[src/rtl/run_length_meter_if.sv]
// run_length_meter_if: record stream from the meter to a downstream sink
`timescale 1ns/1ps
interface run_length_meter_if #(parameter int CNT_W = 8);
  logic out_valid;
  logic out_ready;
  logic out_level;
  logic [CNT_W-1:0] out_len;
  modport master (output out_valid, out_level, out_len, input out_ready);
  modport slave (input out_valid, out_level, out_len, output out_ready);
endinterface

[src/rtl/run_length_meter.sv]
// run_length_meter: measures held-level durations and queues {level, length} records in a FWFT FIFO
`timescale 1ns/1ps
module run_length_meter #(
  parameter int CNT_W = 8,
  parameter int DEPTH = 4
) (
  input  logic clock,
  input  logic reset,
  input  logic sig_in,
  run_length_meter_if.master o,
  output logic [$clog2(DEPTH):0] fifo_count,
  output logic overflow
);
  localparam int AW = $clog2(DEPTH);
  logic sig_q, armed, sig_edge, push, pop, full, empty, wr_en;
  logic [CNT_W-1:0] cnt;
  logic [AW-1:0] wr_ptr, rd_ptr;
  logic [CNT_W:0] mem [DEPTH];
  always_comb begin
    sig_edge = sig_in != sig_q;
    push = sig_edge && armed;
    empty = fifo_count == '0;
    full = fifo_count == (AW+1)'(DEPTH);
    pop = !empty && o.out_ready;
    // a pop frees a slot in the same edge, so a full FIFO still accepts
    wr_en = push && (!full || pop);
    o.out_valid = !empty;
    o.out_level = empty ? 1'b0 : mem[rd_ptr][CNT_W];
    o.out_len = empty ? '0 : mem[rd_ptr][CNT_W-1:0];
  end
  always_ff @(posedge clock or negedge reset) begin
    if (!reset) begin
      sig_q <= 1'b0;
      cnt <= '0;
      armed <= 1'b0;
      wr_ptr <= '0;
      rd_ptr <= '0;
      fifo_count <= '0;
      overflow <= 1'b0;
    end else begin
      sig_q <= sig_in;
      cnt <= sig_edge ? CNT_W'(1) : (&cnt ? cnt : cnt + CNT_W'(1));
      armed <= armed | sig_edge;
      wr_ptr <= wr_en ? wr_ptr + AW'(1) : wr_ptr;
      rd_ptr <= pop ? rd_ptr + AW'(1) : rd_ptr;
      fifo_count <= fifo_count + (AW+1)'(wr_en) - (AW+1)'(pop);
      overflow <= overflow | (push && !wr_en);
    end
  end
  always_ff @(posedge clock)
    if (wr_en) mem[wr_ptr] <= {sig_q, cnt};
endmodule

[src/flat_wrapper.sv]
// flat-port wrapper written by rule: the top's interface ports become plain ports
module run_length_meter_flat 
#(
  parameter int CNT_W = 8,
  parameter int DEPTH = 4
)
  (clock, reset, sig_in, fifo_count, overflow, o_out_valid, o_out_level, o_out_len, o_out_ready);
  run_length_meter_if #(.CNT_W(CNT_W)) o_i ();
  input  logic clock;
  input  logic reset;
  input  logic sig_in;
  output logic [$clog2(DEPTH):0] fifo_count;
  output logic overflow;
  output wire logic [$bits(o_i.out_valid)-1:0] o_out_valid;
  output wire logic [$bits(o_i.out_level)-1:0] o_out_level;
  output wire logic [$bits(o_i.out_len)-1:0] o_out_len;
  input wire logic [$bits(o_i.out_ready)-1:0] o_out_ready;
  assign o_out_valid = o_i.out_valid;
  assign o_out_level = o_i.out_level;
  assign o_out_len = o_i.out_len;
  assign o_i.out_ready = o_out_ready;
  run_length_meter #(.CNT_W(CNT_W), .DEPTH(DEPTH)) u_core (.clock(clock), .reset(reset), .sig_in(sig_in), .o(o_i), .fifo_count(fifo_count), .overflow(overflow));
endmodule
[config.mk]
export PLATFORM = sky130hd
export DESIGN_NAME = run_length_meter_flat
export DESIGN_NICKNAME = d
export VERILOG_FILES = /design/src/rtl/run_length_meter_if.sv /design/src/rtl/run_length_meter.sv /design/src/flat_wrapper.sv
export SDC_FILE = /design/constraint.sdc
export NUM_CORES = 1
export LEC_CHECK = 0
export BUFFER_PORTS_ARGS = -buffer_cell sky130_fd_sc_hd__buf_2
export CORE_ASPECT_RATIO = 0.7
export CORE_MARGIN = 3
export CORE_UTILIZATION = 40
export DETAILED_ROUTE_END_ITERATION = 16
export PLACE_DENSITY = 0.63
export SLEW_MARGIN = 20
export SYNTH_ARGS = -nofsm -noshare
export SYNTH_HDL_FRONTEND = slang
export SYNTH_SLANG_ARGS = --single-unit
[constraint.sdc]
create_clock -name clock -period 2.52 [get_ports clock]
set_input_delay 0.504 -clock clock [delete_from_list [all_inputs] [get_ports clock]]
set_output_delay 0.504 -clock clock [all_outputs]
set_load 0.02 [all_outputs]
==> results of run 1 <==
-- area by class of cell --
cell class,count,share of cell area
clock buffers,6,0.03173
inverters,9,0.01298
well taps,72,0.03462
clock inverters,2,0.006250
flip-flops and latches,54,0.5885
multi-input cells,77,0.2846
repair buffers,20,0.04135
-- path summary, 6_finish.rpt --
check                                startpoint              endpoint  slack [ns]
hold / removal                            reset      u_core.rd_ptr[1]        0.11
max in group asynchronous                 reset         u_core.cnt[4]        2.11
min in group clock                       sig_in          u_core.sig_q        0.36
hold reg to reg                 u_core.overflow       u_core.overflow        0.50
setup reg to reg           u_core.fifo_count[2]  u_core.fifo_count[2]        0.20
setup / recovery           u_core.fifo_count[2]  u_core.fifo_count[2]        0.20
-- critical path, stage by stage (launching register included) --
cell	delay, ns
sky130_fd_sc_hd__dfrtp_1	0.43
sky130_fd_sc_hd__or3_1	0.39
sky130_fd_sc_hd__and2_1	0.19
sky130_fd_sc_hd__ha_1	0.28
sky130_fd_sc_hd__inv_1	0.05
sky130_fd_sc_hd__ha_1	0.18
sky130_fd_sc_hd__fa_1	0.38
sky130_fd_sc_hd__xor2_1	0.19
sky130_fd_sc_hd__xnor2_1	0.14
-- power groups by stage --
stage               clock network [mW]  logic (mW)  registers [mW]
floorplan                            0       0.777            1.32
global placement                     0        1.07            1.32
detailed placement                   0        1.11            1.34
CTS                              0.522        1.11            1.32
global route                     0.565        1.20            1.35
finish                           0.511        1.08            1.32
-- cell usage in the layout, fill, tap and decap left out, types with 3 or more instances in the layout --
cell and instances:
sky130_fd_sc_hd__and2_1 10, sky130_fd_sc_hd__nand3_1 5, sky130_fd_sc_hd__xnor2_1 3, sky130_fd_sc_hd__and2_2 4, sky130_fd_sc_hd__nand2_1 4, sky130_fd_sc_hd__edfxtp_1 36, sky130_fd_sc_hd__buf_2 17, sky130_fd_sc_hd__ha_1 7
sky130_fd_sc_hd__buf_4 3, sky130_fd_sc_hd__dfrtp_1 18, sky130_fd_sc_hd__o21ai_0 5, sky130_fd_sc_hd__xor2_1 3, sky130_fd_sc_hd__a31oi_1 3, sky130_fd_sc_hd__mux4_2 9, sky130_fd_sc_hd__clkbuf_8 6, sky130_fd_sc_hd__inv_1 9
-- flip-flops by register name, summed over array words and instances, names as in the netlist --
signal and count:
u_core.fifo_count 3, u_core.sig_q 1, u_core.cnt 8, u_core.overflow 1
u_core.rd_ptr 2, u_core.mem 36, u_core.armed 1, u_core.wr_ptr 2
-- metal layers --
layer / GRT usage / share of wire
met5: 0 / 0
met4: 0.03840 / 0.0055
met3: 0.05190 / 0.045
met2: 0.2286 / 0.49
met1: 0.1847 / 0.46
-- per-stage QoR --
step / hold slack (ns) / util / worst slack [ns]
3_3_place_gp: 0.4482 / 0.4617 / 0.3198
6_report: 0.1084 / 0.4799 / 0.1973
5_1_grt: 0.1219 / 0.4799 / 0.06709
4_1_cts: 0.1123 / 0.4799 / 0.1718
2_1_floorplan: 0.2084 / - / 0.1925
3_5_place_dp: 0.4589 / 0.4617 / 0.1958
-- cells in the mapped netlist, drive strengths merged (2+ instances only) --
cell and n:
a31oi 3, xor2 3, xnor2 4, ha 7
mux4 9, dfrtp 18, nand2 4, nor3 3
nand3 5, buf 2, nand4 2, a31o 2
a21oi 2, clkbuf 2, o21ai 5, and2 14
inv 9, edfxtp 36
-- logic make-up (layout without fill, tap and decap cells) --
| family | after synthesis | in the layout | share of synthesized area |
|---|---|---|---|
| adders and majority gates | 8 | 8 | 0.04616 |
| and+or+nand+nor | 35 | 35 | 0.1004 |
| buffers and inverters | 13 | 37 | 0.02522 |
| AOI/OAI and AO/OA | 17 | 17 | 0.04831 |
| muxes | 10 | 10 | 0.09339 |
| xor gates and xnor gates | 7 | 7 | 0.02953 |
| DFF | 54 | 54 | 0.6570 |
==> results_dict.tcl, run 1 <==
set metrics [dict create \
    run_status "finished clean" \
    timing.critical_path.arrival_ns 2.56 \
    floorplan.io_pins 18 \
    synth_cell_types 37 \
    wire_length_of_the_first_global_routing_pass_um 7251 \
    drc 0 \
    wl_um 4335 \
    cts_hold_buf 0 \
    period_needed_ns 2.323 \
    vdd_drop_max_v 0.0003154 \
    cts_tree "built" \
    ctsRootBufferMaster "sky130_fd_sc_hd__clkbuf_8" \
    drt_first_pass_iters 4 \
    placed_cell_area_um2 2504 \
    drt.antenna.violating_nets 0 \
    post_synth_instance_area_um2 2331 \
    total_switching_power_mw 1.013 \
    yosys_register_bits 54 \
    initial_utilization 0.4299 \
    slew_headroom 0.6727 \
    timing.critical_path.required_ns 2.76 \
    number_of_diodes_added_for_antenna_fixing 0 \
    detail_route.wl_per_cell_um 18.06 \
    cts.sink_count 54 \
    worstHoldPathType "primary input to asynchronous set/reset pin" \
    power.share.sequential 0.453 \
    dieArea_um2 6794 \
    max_slew.worst_pin.slew_ns 0.4892 \
    critPathMaxFanout 4 \
    layout-drive-gt1-share 0.2857 \
    portion_of_total_power_attributed_to_combinational_logic 0.371 \
    ys_top_cells_by_area "sky130_fd_sc_hd__edfxtp_1 46%, sky130_fd_sc_hd__dfrtp_1 19%, sky130_fd_sc_hd__mux4_2 8.7%, sky130_fd_sc_hd__ha_1 3.8%, sky130_fd_sc_hd__and2_1 2.7%" \
    final.fill_count 477 \
    cts.repair_timing.setup_buffer_count 0 \
    worst_skew_pair.late_latency_ns 0.31 \
    design_power_total_mw 2.911 \
    setup.worst_path.class "register to register" \
    global_route.usage.total 0.1424 \
    hpwl_um 3014 \
    dpl.cell_count 232 \
    leakage_nw 0.9736 \
    cts_buffers 5 \
    cp-start-kind "register" \
    floorplan.rows 22 \
    path_clk_slew_ns 0.10 \
    part_of_the_yosys_area_used_for_sequential_elements 0.6570 \
    floorplan.die.height_um 69.87 \
    routed_via_density 5.158 \
    fp.dieW_um 97.24 \
    num-nets-final 179 \
    yosys.area.top_type_share 0.4638 \
    post_synth_edffs 36 \
    async_reset_ff_frac 0.3333 \
    cts.path.max_buffers 2 \
    place.gp.congestion 0.8771 \
    report.final.hold_viol_count 0 \
    finalNonFillerCells 240 \
    rsz_0062_raised_after_global_routing "false" \
    maxCapViolations 0 \
    finalSetupViolCount 0 \
    port_buffers 17 \
    internal-power_mw 1.897 \
    fin_worst_skew_ns 0.009432 \
    vias 1238 \
    syn_nets 156 \
    syn-instance-count 144 \
    share_of_the_cycle_needed_by_the_critical_path_after_routing 0.9217 \
    total_area_of_multi_input_combinational_cells_um2 740.7 \
    synthesis.area_per_instance_um2 16.19 \
    max_clock_freq_mhz 430.5 \
    regArea_um2 1531 \
    power_frac_clock 0.176 \
    p_sw_frac 0.3482 \
    yosys_warnings 0 \
    grt_antenna_before_repair 0 \
    number_of_cells_on_the_worst_reg_to_reg_path 8 \
    powerDensity_nw_per_um2 1118 \
    ctsResizeCount 0 \
    stdcell_area_um2 2603 \
    timing.critical_path.to_type "register" \
    cts_htree_levels 2 \
    grt-ovfl-total 0 \
    syn_to_final_growth_pct 11.65 \
    synth.largest_area_cell "sky130_fd_sc_hd__edfxtp_1" \
    core_footprint_um2 5423 \
    grt_start_max_net_pins 19 \
    drtIter0Drc 67 \
    finalSetupTns_ns 0 \
    grt_pass1_vias 1364 \
    number_of_pins_with_negative_max_slew_slack_in_the_final_report 0 \
    ys_dominant_reg_cell "sky130_fd_sc_hd__edfxtp_1" \
]
(Power assumes the default switching activity.)
==> run 2: changes to the inputs <==
CELL_PAD_IN_SITES_DETAIL_PLACEMENT = 0   (was not set)
CELL_PAD_IN_SITES_GLOBAL_PLACEMENT = 1   (was not set)
PLACE_DENSITY = 0.71   (was 0.63)
SKIP_LAST_GASP = 1   (was not set)
==> results_dict.tcl, run 2 (synthesis results as in run 1) <==
set metrics [dict create \
    cpMaxStageDelayCell "sky130_fd_sc_hd__dfrtp_1" \
    ctsResizeCount 0 \
    layout-drive-gt1-share 0.2798 \
    finalSetupTns_ns 0 \
    report.final.hold_viol_count 0 \
    grt_start_max_net_pins 19 \
    cts_tree "built" \
    register_name_with_the_most_flops "u_core.mem" \
    layout_commonest_cell "sky130_fd_sc_hd__edfxtp_1" \
    cts_buffers 5 \
    final_core_utilization 0.4781 \
    routed_via_density 5.196 \
    path_clk_slew_ns 0.10 \
    dieArea_um2 6794 \
    ctsRootBufferMaster "sky130_fd_sc_hd__clkbuf_8" \
    powerDensity_nw_per_um2 1107 \
    num-nets-final 179 \
    drt.antenna.violating_nets 0 \
    drtIter0Drc 69 \
    timing.critical_path.to_type "register" \
    period_needed_ns 2.310 \
    worstHoldPathType "primary input to asynchronous set/reset pin" \
    drt_first_pass_iters 5 \
    number_of_diodes_added_for_antenna_fixing 0 \
    cts.path.max_buffers 2 \
    floorplan.die.height_um 69.87 \
    fin_worst_skew_ns 0.006749 \
    finalSetupViolCount 0 \
    cts_htree_levels 2 \
    critPathMaxFanout 4 \
    cts_hold_buf 0 \
    wl_um 4046 \
    cp-start-kind "register" \
    hpwl_um 2780 \
    max_clock_freq_mhz 433.0 \
    global_route.usage.total 0.1309 \
    largest_reg_flops 36 \
    portion_of_total_power_attributed_to_combinational_logic 0.377 \
    total_switching_power_mw 1.004 \
    critical_path.most_common_cell "sky130_fd_sc_hd__ha_1" \
    highest_count_cells_in_the_layout_ignoring_fill_and_taps "36 x sky130_fd_sc_hd__edfxtp_1, 18 x sky130_fd_sc_hd__dfrtp_1, 17 x sky130_fd_sc_hd__buf_2" \
    slew_headroom 0.6794 \
    power_frac_clock 0.166 \
    timing.critical_path.cells "or3_1, and2_1, ha_1, inv_1, ha_1, fa_1, xor2_1, xnor2_1" \
    share_of_the_cycle_needed_by_the_critical_path_after_routing 0.9165 \
    timing.critical_path.arrival_ns 2.54 \
    number_of_pins_with_negative_max_slew_slack_in_the_final_report 0 \
    detail_route.wl_per_cell_um 16.86 \
    internal-power_mw 1.867 \
    initial_utilization 0.4299 \
    port_buffers 17 \
    floorplan.rows 22 \
    crit_path_max_incr_delay_ns 0.43 \
    syn_to_final_growth_pct 11.22 \
    worst_skew_pair.late_latency_ns 0.30 \
    grt_pass1_vias 1320 \
    cts.repair_timing.setup_buffer_count 0 \
    vdd_drop_max_v 0.0004100 \
    run_status "finished clean" \
    place.gp.congestion 0.7186 \
    biggestRegsByFlops "u_core.mem (36), u_core.cnt (8), u_core.fifo_count (3)" \
    cts.sink_count 54 \
    vias 1247 \
    floorplan.io_pins 18 \
    wire_length_of_the_first_global_routing_pass_um 6886 \
    core_footprint_um2 5423 \
    rsz_0062_raised_after_global_routing "false" \
    design_power_total_mw 2.871 \
    fp.dieW_um 97.24 \
    grt-ovfl-total 0 \
    grt_antenna_before_repair 0 \
    timing.critical_path.buf_inv 1 \
    drc 0 \
    power.share.sequential 0.457 \
    maxCapViolations 0 \
    timing.critical_path.required_ns 2.75 \
    max_slew.worst_pin.slew_ns 0.4809 \
    p_sw_frac 0.3497 \
    crit_family "adder cells" \
    setup.worst_path.class "register to register" \
    leakage_nw 0.9679 \
]
-- run 2: area by class of cell --
type                            instances  area, um2
Sequential cell                        54       1531
Timing Repair Buffer                   20      107.6
Clock inverter                          3      20.02
Inverter                                9      33.78
Multi-Input combinational cell         77      740.7
Tap cell                               72      90.09
Clock buffer                            5      68.82
Fill cell                             458       2830
-- run 2: per-stage QoR --
| step | hold WS [ns] | worst slack, ns | instances | area, um2 |
|---|---|---|---|---|
| 6_report | 0.1129 | 0.2105 | 240 | 2592 |
| 5_1_grt | 0.1378 | 0.1069 | 240 | 2592 |
| 4_1_cts | 0.1258 | 0.1948 | 240 | 2592 |
| 3_5_place_dp | 0.4548 | 0.1995 | 232 | 2504 |
| 3_3_place_gp | 0.4525 | 0.3216 | 232 | 2504 |
| 2_1_floorplan | 0.2084 | 0.1925 | 144 | 2331 |
-- run 2: power by group through the flow --
stage / clock (mW) / combinational [mW] / sequential [mW]
6_report: 0.477 / 1.08 / 1.31
5_1_grt: 0.531 / 1.19 / 1.34
3_3_place_gp: 0 / 1.07 / 1.32
2_1_floorplan: 0 / 0.777 / 1.32
4_1_cts: 0.489 / 1.11 / 1.32
3_5_place_dp: 0 / 1.11 / 1.34
-- run 2: worst paths after layout --
path	from	cells past startpoint	slack (ns)	endpoint
min reg2reg	u_core.overflow	1	0.49	u_core.overflow
max	u_core.fifo_count[2]	8	0.21	u_core.fifo_count[2]
max in group asynchronous	reset	1	2.11	u_core.cnt[2]
min in group clock	sig_in	1	0.36	u_core.sig_q
max reg2reg	u_core.fifo_count[2]	8	0.21	u_core.fifo_count[2]
min	reset	1	0.11	u_core.rd_ptr[1]
-- run 2: per-layer routing --
metal | GRT usage | vias to the layer above | share of wire
met4 | 0.04608 | 0 | 0.012
met5 | 0 | - | 0
met1 | 0.1798 | 619 | 0.47
met2 | 0.2049 | 33 | 0.46
met3 | 0.03194 | 5 | 0.049
li1 | - | 590 | -
-- run 2: worst reg2reg max path: stages, from the launching register on --
cell	delay, ns
sky130_fd_sc_hd__dfrtp_1	0.43
sky130_fd_sc_hd__or3_1	0.41
sky130_fd_sc_hd__and2_1	0.19
sky130_fd_sc_hd__ha_1	0.27
sky130_fd_sc_hd__inv_1	0.04
sky130_fd_sc_hd__ha_1	0.18
sky130_fd_sc_hd__fa_1	0.38
sky130_fd_sc_hd__xor2_1	0.20
sky130_fd_sc_hd__xnor2_1	0.15
==> run 3: changes to the inputs <==
PLACE_DENSITY = 0.76   (was 0.71)
==> results_dict.tcl, run 3 (synthesis results as in run 1) <==
set metrics [dict create \
    cpMaxStageDelayCell "sky130_fd_sc_hd__dfrtp_1" \
    rsz_0062_raised_after_global_routing "false" \
    powerDensity_nw_per_um2 1101 \
    core_footprint_um2 5423 \
    ctsResizeCount 0 \
    highest_count_cells_in_the_layout_ignoring_fill_and_taps "36 x sky130_fd_sc_hd__edfxtp_1, 18 x sky130_fd_sc_hd__dfrtp_1, 17 x sky130_fd_sc_hd__buf_2" \
    finalSetupTns_ns 0 \
    fin_worst_skew_ns 0.01176 \
    place.gp.congestion 0.8514 \
    dieArea_um2 6794 \
    dpl.cell_count 233 \
    cp-start-kind "register" \
    max_clock_freq_mhz 436.5 \
    floorplan.io_pins 18 \
    fp.dieW_um 97.24 \
    wl_um 3949 \
    grt_antenna_before_repair 0 \
    port_buffers 17 \
    top_usage_layer "met2" \
    drtIter0Drc 28 \
    num-nets-final 180 \
    largest_reg_flops 36 \
    finalSetupViolCount 0 \
    hpwl_um 2811 \
    worst_skew_pair.late_latency_ns 0.30 \
    final.fill_count 461 \
    ctsRootBufferMaster "sky130_fd_sc_hd__clkbuf_8" \
    post-place-ws_ns 0.2226 \
    syn_to_final_growth_pct 11.49 \
    postLayoutSetupSlackWorst_ns 0.2291 \
    finalNonFillerCells 241 \
    cts.path.max_buffers 2 \
    rrSetupSlack_ns 0.23 \
    wire_length_of_the_first_global_routing_pass_um 6582 \
    timing.critical_path.to_type "register" \
    critPathMaxFanout 4 \
    maxCapViolations 0 \
    floorplan.rows 22 \
    run_status "finished clean" \
    cts_tree "built" \
    initial_utilization 0.4299 \
    crit_path_max_incr_delay_ns 0.42 \
    cts_htree_levels 2 \
    grt_use_met1 0.1730 \
    number_of_pins_with_negative_max_slew_slack_in_the_final_report 0 \
    share_of_the_cycle_needed_by_the_critical_path_after_routing 0.9091 \
    grt-ovfl-total 0 \
    cts_hold_buf 0 \
    max_slew.worst_pin.slew_ns 0.5352 \
    register_name_with_the_most_flops "u_core.mem" \
    worstHoldPathType "primary input to asynchronous set/reset pin" \
    routed_via_density 5.224 \
    period_needed_ns 2.291 \
    timing.critical_path.required_ns 2.72 \
    drt_first_pass_iters 4 \
    biggestRegsByFlops "u_core.mem (36), u_core.cnt (8), u_core.fifo_count (3)" \
    path_clk_slew_ns 0.09 \
    gr-usage-met3 0.03493 \
    critical_path.most_common_cell "sky130_fd_sc_hd__ha_1" \
    vdd_drop_max_v 0.0002853 \
    report.final.hold_viol_count 0 \
    drc 0 \
    cts.repair_timing.setup_buffer_count 0 \
    drt.antenna.violating_nets 0 \
    vias 1259 \
    met2_track_demand_over_resource_in_global_routing 0.1896 \
    floorplan.die.height_um 69.87 \
    grt_start_max_net_pins 19 \
    setup.worst_path.class "register to register" \
    layout-drive-gt1-share 0.2840 \
    number_of_diodes_added_for_antenna_fixing 0 \
    timing.critical_path.arrival_ns 2.49 \
    timing.critical_path.cells "or3_1, and2_1, ha_1, inv_1, ha_1, fa_1, xor2_1, xnor2_1" \
    global_route.usage.total 0.1241 \
    leakage_nw 0.9680 \
    cts.sink_count 54 \
    design_power_total_mw 2.862 \
    detail_route.wl_per_cell_um 16.39 \
    grt_pass1_vias 1270 \
    layout_commonest_cell "sky130_fd_sc_hd__edfxtp_1" \
    cts_buffers 5 \
    slew_headroom 0.6420 \
]
[run 3: changes by cell type in the layout (fill, tap and decap cells not counted)]
| cell | change |
|---|---|
| sky130_fd_sc_hd__buf_4 | +1 |
| sky130_fd_sc_hd__clkbuf_1 | +1 |
| sky130_fd_sc_hd__clkinv_1 | -1 |
| sky130_fd_sc_hd__clkinvlp_4 | +1 |
| sky130_fd_sc_hd__inv_6 | -1 |
[run 3: final timing paths]
path	cells after the start	endpoint	startpoint
max	8	u_core.fifo_count[2]	u_core.fifo_count[2]
min	1	u_core.cnt[5]	reset
max reg2reg	8	u_core.fifo_count[2]	u_core.fifo_count[2]
min reg2reg	1	u_core.overflow	u_core.overflow
max in group asynchronous	1	u_core.cnt[2]	reset
min in group clock	1	u_core.sig_q	sig_in
[run 3: routing by layer]
layer / up-vias / routed length, um
met1: 625 / 1800
met5: - / 0
li1: 588 / -
met3: 6 / 237
met2: 40 / 1840
met4: 0 / 71
[run 3: where the power goes]
group / total (mW) / switching (mW) / leakage [nW] / internal (mW)
combinational: 1.09 / 0.586 / 0.376 / 0.507
clock: 0.462 / 0.266 / 0.0374 / 0.196
sequential: 1.31 / 0.135 / 0.554 / 1.17
total: 2.86 / 0.986 / 0.968 / 1.88
[run 3: layout make-up]
class	count	area, um2	share of cell area
Timing Repair Buffer	21	115.1	0.04429
Tap cell	72	90.09	0.03467
Clock buffer	6	72.57	0.02792
Clock inverter	2	15.01	0.005778
Sequential cell	54	1531	0.5893
Inverter	9	33.78	0.01300
Multi-Input combinational cell	77	740.7	0.2850
[run 3: metrics by stage]
stage	hold slack, ns	instance area, um2	utilization
final	0.1324	2599	0.4792
after global routing	0.1522	2599	0.4792
after CTS	0.1328	2599	0.4792
after detailed placement	0.4699	2511	0.4631
after global placement	0.4595	2511	0.4631
after floorplan	0.2084	2331	-
[run 3: critical path: cells and delay by family (launching register included)]
kind          cells  cell delay (ns)
simple gates      2             0.60
fa+ha+maj         3             0.84
xor+xnor          2             0.29
buf+inv           1             0.04
flops             1             0.42
